$ cat src/rtl/vga_decoder.sv
// Receive-side VGA timing checker: locks to hsync/vsync, flags any
// timing violation and recovers the split-screen colour code per frame.
module vga_decoder #(
  parameter int H_VISIBLE   = 640,
  parameter int H_FRONT     = 16,
  parameter int H_SYNC      = 96,
  parameter int H_TOTAL     = 800,
  parameter int V_VISIBLE   = 480,
  parameter int V_FRONT     = 10,
  parameter int V_SYNC      = 2,
  parameter int V_TOTAL     = 525,
  parameter int LOCK_LINES  = 4,
  parameter int SAMPLE_LINE = 240
) (
  input  logic        clk,
  input  logic        rst,
  input  logic        hsync,
  input  logic        vsync,
  input  logic [3:0]  red,
  input  logic [3:0]  green,
  input  logic [3:0]  blue,
  output logic [23:0] code,
  output logic        code_valid,
  output logic        locked,
  output logic        timing_err
);

  localparam int HW = $clog2(H_TOTAL);
  localparam int VW = $clog2(V_TOTAL);
  localparam int GW = $clog2(LOCK_LINES + 1);

  localparam logic [HW-1:0] HS_FALL = HW'(H_VISIBLE + H_FRONT);
  localparam logic [HW-1:0] HS_NEXT = HW'(H_VISIBLE + H_FRONT + 1);
  localparam logic [HW-1:0] HS_RISE = HW'(H_VISIBLE + H_FRONT + H_SYNC);
  localparam logic [HW-1:0] H_LAST  = HW'(H_TOTAL - 1);
  localparam logic [HW-1:0] H_VIS   = HW'(H_VISIBLE);
  localparam logic [HW-1:0] CAP_L   = HW'(H_VISIBLE / 4);
  localparam logic [HW-1:0] CAP_R   = HW'(3 * H_VISIBLE / 4);
  localparam logic [VW-1:0] VS_FALL = VW'(V_VISIBLE + V_FRONT);
  localparam logic [VW-1:0] VS_RISE = VW'(V_VISIBLE + V_FRONT + V_SYNC);
  localparam logic [VW-1:0] V_LAST  = VW'(V_TOTAL - 1);
  localparam logic [VW-1:0] V_VIS   = VW'(V_VISIBLE);
  localparam logic [VW-1:0] V_SAMP  = VW'(SAMPLE_LINE);
  localparam logic [GW-1:0] G_MAX   = GW'(LOCK_LINES);

  typedef enum logic [1:0] {
    SEARCH,
    H_TRACK,
    V_WAIT,
    LOCKED
  } state_t;

  state_t        state, state_nxt;
  logic [HW-1:0] h_cnt, h_nxt, h_inc;
  logic [VW-1:0] v_cnt, v_nxt, v_inc;
  logic [GW-1:0] good_lines, good_nxt;
  logic          prev_h, prev_v;
  logic          cap_l, cap_l_nxt;
  logic          cap_r, cap_r_nxt;
  logic [11:0]   left_s, left_nxt;
  logic [11:0]   right_s, right_nxt;
  logic [23:0]   code_nxt;
  logic          valid_nxt, err_nxt;

  logic [11:0] rgb;
  logic        h_fall, h_rise, v_fall, v_rise;
  logic        h_wrap, at_vf, at_vr;
  logic        h_bad, h_miss, v_bad, rgb_bad, lock_bad;

  assign rgb    = {red, green, blue};
  assign h_fall = prev_h & ~hsync;
  assign h_rise = ~prev_h & hsync;
  assign v_fall = prev_v & ~vsync;
  assign v_rise = ~prev_v & vsync;

  assign h_wrap = (h_cnt == H_LAST);
  assign h_inc  = h_wrap ? '0 : h_cnt + 1'b1;
  assign v_inc  = !h_wrap ? v_cnt :
                  (v_cnt == V_LAST) ? '0 : v_cnt + 1'b1;

  assign at_vf = (h_cnt == '0) && (v_cnt == VS_FALL);
  assign at_vr = (h_cnt == '0) && (v_cnt == VS_RISE);

  assign h_bad   = (h_fall && h_cnt != HS_FALL)
                || (h_rise && h_cnt != HS_RISE);
  assign h_miss  = (h_cnt == HS_FALL && !h_fall)
                || (h_cnt == HS_RISE && !h_rise);
  assign v_bad   = (v_fall != at_vf) || (v_rise != at_vr);
  assign rgb_bad = (rgb != '0)
                && (h_cnt >= H_VIS || v_cnt >= V_VIS);

  assign lock_bad = h_bad | h_miss | v_bad | rgb_bad;

  assign locked = (state == LOCKED);

  always_comb begin
    state_nxt = state;
    h_nxt     = h_inc;
    v_nxt     = v_inc;
    good_nxt  = good_lines;
    cap_l_nxt = cap_l;
    cap_r_nxt = cap_r;
    left_nxt  = left_s;
    right_nxt = right_s;
    code_nxt  = code;
    valid_nxt = 1'b0;
    err_nxt   = 1'b0;
    unique case (state)
      SEARCH: begin
        if (h_fall) begin
          h_nxt     = HS_NEXT;
          good_nxt  = '0;
          state_nxt = H_TRACK;
        end
      end
      H_TRACK, V_WAIT: begin
        if (h_bad) begin
          err_nxt   = 1'b1;
          state_nxt = SEARCH;
        end else begin
          if (h_fall && good_lines != G_MAX)
            good_nxt = good_lines + 1'b1;
          if (state == H_TRACK && good_lines == G_MAX)
            state_nxt = V_WAIT;
          // lock event anchors the vertical count; no code yet
          if (state == V_WAIT && v_fall && h_cnt == '0) begin
            v_nxt     = VS_FALL;
            cap_l_nxt = 1'b0;
            cap_r_nxt = 1'b0;
            state_nxt = LOCKED;
          end
        end
      end
      LOCKED: begin
        if (lock_bad) begin
          err_nxt   = 1'b1;
          cap_l_nxt = 1'b0;
          cap_r_nxt = 1'b0;
          state_nxt = SEARCH;
        end else begin
          if (v_fall) begin
            if (cap_l && cap_r) begin
              code_nxt  = {left_s, right_s};
              valid_nxt = 1'b1;
            end
            cap_l_nxt = 1'b0;
            cap_r_nxt = 1'b0;
          end
          if (v_cnt == V_SAMP && h_cnt == CAP_L) begin
            left_nxt  = rgb;
            cap_l_nxt = 1'b1;
          end
          if (v_cnt == V_SAMP && h_cnt == CAP_R) begin
            right_nxt = rgb;
            cap_r_nxt = 1'b1;
          end
        end
      end
      default: state_nxt = SEARCH;
    endcase
  end

  always_ff @(posedge clk or posedge rst) begin
    if (rst) begin
      state      <= SEARCH;
      h_cnt      <= '0;
      v_cnt      <= '0;
      good_lines <= '0;
      prev_h     <= 1'b1;
      prev_v     <= 1'b1;
      cap_l      <= 1'b0;
      cap_r      <= 1'b0;
      left_s     <= '0;
      right_s    <= '0;
      code       <= '0;
      code_valid <= 1'b0;
      timing_err <= 1'b0;
    end else begin
      state      <= state_nxt;
      h_cnt      <= h_nxt;
      v_cnt      <= v_nxt;
      good_lines <= good_nxt;
      prev_h     <= hsync;
      prev_v     <= vsync;
      cap_l      <= cap_l_nxt;
      cap_r      <= cap_r_nxt;
      left_s     <= left_nxt;
      right_s    <= right_nxt;
      code       <= code_nxt;
      code_valid <= valid_nxt;
      timing_err <= err_nxt;
    end
  end

endmodule
$ cat config.mk
export PLATFORM = sky130hd
export DESIGN_NAME = vga_decoder
export DESIGN_NICKNAME = d
export VERILOG_FILES = /design/src/rtl/vga_decoder.sv
export SDC_FILE = /design/constraint.sdc
export NUM_CORES = 1
export LEC_CHECK = 0
export BUFFER_PORTS_ARGS = -buffer_cell sky130_fd_sc_hd__buf_2
export CAP_MARGIN = 20
export CORE_AREA = 2 2 84 86
export CTS_BUF_LIST = sky130_fd_sc_hd__clkbuf_8
export DETAILED_ROUTE_END_ITERATION = 10
export DIE_AREA = 0 0 86 88
export GPL_TIMING_DRIVEN = 0
export PLACE_DENSITY_LB_ADDON = 0.12
export SYNTH_ARGS = -nofsm -noshare
export SYNTH_HDL_FRONTEND = slang
export SYNTH_SLANG_ARGS = --single-unit
$ cat constraint.sdc
create_clock -name clk -period 3.29 [get_ports clk]
set_clock_uncertainty 0.1 [all_clocks]
set_input_delay 0.8225 -clock clk [delete_from_list [all_inputs] [get_ports clk]]
set_output_delay 0.8225 -clock clk [all_outputs]
set_load 0.01 [all_outputs]
==> impl_metrics.py <==
metrics = {
    "status": {
        "status": "complete, no violations",
    },
    "yosys": {
        "ys_top_cells_by_area": "dfrtp_1 (50%), mux2_2 (11%), mux2_4 (3.9%)",
        "postSynthNetCount": 357,
        "yosysTopAreaCell": "dfrtp_1",
        "synth_area_sq_mm": 0.00386,
        "yosys-top-cells-count": "dfrtp_1 (77), mux2_2 (39), nand2_1 (25)",
        "synth_cell_types": 46,
        "syn-instance-count": 330,
        "synth-seq-cells": 79,
        "syn_area_per_cell_sq_um": 11.7,
        "synth_top_area_frac": 0.500,
        "synthFlopType": "dfrtp_1",
        "async_flop_share": 1.00,
        "yosysMostFrequentCell": "dfrtp_1",
        "seq_area_frac_synth": 0.513,
        "ys_warn_count": 0,
        "synth_edf_count": 0,
    },
    "worst_setup_path": {
        "slowest_delay_ns": 0.63,
        "path_delay_family": "simple AND/OR/NAND/NOR gates",
        "startpoint_type": "flip-flop",
        "crit_chain": "inv_1 -> ha_1 -> or3b_1 -> buf_6 -> nor4_4 -> nand4_1 -> a2111oi_4 -> nand2_4 -> buf_6 -> mux2_4",
        "worst_ep_required_time_ns": 3.43,
        "criticalPathCategory": "flip-flop to flip-flop",
        "reg2reg_slack_ns": 0.20,
        "end_kind": "flip-flop",
        "cp.arrival_ns": 3.23,
        "timing.critical_path.buf_inv": 3,
        "worst-path-max-fanout": 10,
        "cpMaxStageDelayCell": "a2111oi_4",
        "cp_common_cell": "buf_6",
    },
    "clock_tree": {
        "cts_tree": "built",
        "cts.htree.levels": 3,
        "cts.sinks": 79,
        "cts-root-buf": "clkbuf_8",
        "clk_pin_slew_ns": 0.08,
        "cts_buffer_depth": 2,
        "clk_latency_ns": 0.36,
        "numCtsBuffers": 9,
    },
    "timing": {
        "drv_slew": 0,
        "worstMarginPinSlew_ns": 0.947,
        "timing.final.crit_share": 0.939,
        "setup_violations": 0,
        "holdWs_ns": 0.324,
        "layout_min_cycle_time_ns": 3.09,
        "slew_headroom": 0.363,
        "max_freq_mhz": 324,
        "hold_violations": 0,
        "tns_ns": 0,
        "rsz0062_at_grt": "false",
    },
    "floorplanning": {
        "ioPinCount": 43,
        "start_util": 0.580,
        "rows": 30,
        "design.core.area_sq_mm": 0.00664,
        "chipHeight_microns": 88,
        "die_width_microns": 86,
        "die_area_sq_mm": 0.00757,
    },
    "placement": {
        "gp_congestion": 0.837,
        "post-place-cells": 453,
        "dp_hpwl_microns": 5360,
        "io_buffer_count": 42,
        "placed_cell_area_sq_mm": 0.00420,
    },
    "finish": {
        "drive_gt1_frac": 0.324,
        "n_antenna_cell": 0,
        "final_nets": 411,
        "postLayoutCellArea_sq_mm": 0.00441,
        "stdcell_count": 469,
        "area_delta_synth_final_pct": 14.3,
    },
    "detailed_routing": {
        "post_drt_wl_per_cell_microns": 15.8,
        "antenna_left": 0,
        "routed_wl_microns": 7410,
        "dr.pass1.iters": 4,
        "detailroute.via_count": 2677,
        "drtIter0Drc": 79,
        "drc": 0,
        "viasPerCell": 5.71,
    },
    "pwr": {
        "ir_drop_mv": 0.348,
        "p_sw_w": 0.000794,
        "power.density_mw_per_mm2": 556,
        "combPwrFrac": 0.244,
        "pwr-share-seq": 0.455,
        "switching_share": 0.324,
        "p_int_w": 0.00166,
        "p_total_w": 0.00245,
        "p_leak_nw": 2.16,
        "power_frac_clock": 0.301,
    },
    "grt": {
        "grt_max_degree": 58,
        "grt_pass1_wl_microns": 12400,
        "antenna_found_initial": 0,
        "grt_pass1_vias": 2674,
        "track_usage": 0.210,
        "globalRouteOverflowTotal": 0,
    },
    "run": {
        "cap_violations": 0,
    },
    "worst_hold_path": {
        "hold_class": "input pin to asynchronous set/reset pin",
    },
}
layout by cell type (no fill, tap or decap), types with 2 or more instances in the layout:
cell / netlist / final
buf_2: 4 / 46
clkinv_4: 0 / 2
mux2_2: 39 / 39
and2_1: 2 / 2
mux2_4: 10 / 10
and3_1: 4 / 4
xor2_1: 7 / 7
a2111oi_4: 2 / 2
nor2_1: 20 / 20
nand2_1: 25 / 25
clkbuf_1: 4 / 4
nor2b_1: 6 / 6
o22ai_1: 3 / 3
nand2b_1: 8 / 8
inv_1: 17 / 16
o21ai_0: 5 / 5
nor4_1: 8 / 7
o211ai_1: 3 / 3
ha_1: 11 / 11
dfrtp_1: 77 / 77
dfstp_2: 2 / 2
nand3_1: 15 / 15
nand4b_1: 2 / 2
a21oi_1: 9 / 9
buf_6: 2 / 2
nand4_1: 10 / 10
nor3_1: 7 / 7
xnor2_1: 9 / 9
clkbuf_8: 0 / 10
metrics by stage:
step,setup slack (ns),utilization
after CTS,0.193,0.663
after detailed placement,-0.0846,0.632
after global placement,-0.530,0.627
after global routing,0.0264,0.664
after floorplan,0.284,-
final,0.202,0.664
logic make-up after synthesis:
group,synth area share
buffers and inverters,0.0315
muxes,0.155
AOI/OAI and AO/OA,0.0659
and+or+nand+nor,0.162
xor gates and xnor gates,0.0363
adders and majority gates,0.0357
DFF,0.513
layout make-up:
type	count	area, sq um
Buffer	10	57.6
Clock buffer	10	138
Clock inverter	6	68.8
Fill cell	539	2230
Inverter	17	66.3
Multi-Input combinational cell	224	1760
Sequential cell	79	1980
Tap cell	80	100
Timing Repair Buffer	43	238
layer usage:
layer,up-vias,wire [microns],track usage
li1,1280,-,-
met1,1310,3340,0.263
met2,72,3600,0.346
met3,15,316,0.0528
met4,0,157,0.0981
met5,-,0,0
state kept, by name, summed over array words and instances (netlist names):
signal and count:
cap_r 1, h_cnt 10, right_s 12, code 24, state 2, cap_l 1, good_lines 3, prev_v 1
left_s 12, v_cnt 10, code_valid 1, prev_h 1, timing_err 1
worst register-to-register path: cells and delay by family (launching register included):
kind                     cells  cell delay [ns]
buffers and inverters        3             0.45
adder cells (fa/ha/maj)      1             0.13
flip-flops                   1             0.42
AO/OA/AOI/OAI                1             0.63
AND/OR/NAND/NOR              4             0.94
multiplexers                 1             0.30
power by group through the flow:
| stage | sequential, W | clock (W) | combinational, W |
|---|---|---|---|
| finish | 0.00111 | 0.000738 | 0.000598 |
| global route | 0.00112 | 0.000798 | 0.000666 |
| CTS | 0.00111 | 0.000756 | 0.000597 |
| detailed placement | 0.00113 | 0 | 0.000593 |
| global placement | 0.00113 | 0 | 0.000566 |
| floorplan | 0.00112 | 0 | 0.000455 |
worst paths after layout:
kind | start | end | depth (start not counted)
worst max register to register | h_cnt[0]$_DFF_PP0_ | left_s[8]$_DFFE_PP0P_ | 10
worst min register to register | right_s[5]$_DFFE_PP0P_ | right_s[5]$_DFFE_PP0P_ | 1
worst max-delay path | h_cnt[0]$_DFF_PP0_ | left_s[8]$_DFFE_PP0P_ | 10
max in group asynchronous | rst | prev_v$_DFF_PP1_ | 3
min in group clk | right_s[5]$_DFFE_PP0P_ | right_s[5]$_DFFE_PP0P_ | 1
worst min-delay path | rst | v_cnt[8]$_DFF_PP0_ | 2
what timing repair did:
action / in CTS / in global routing
resized for setup: 0 / 1
buffers inserted: 0 / 0
endpoints found under the setup margin: 0 / 10
hold buffers: 0 / 0
(Power assumes the default switching activity.)
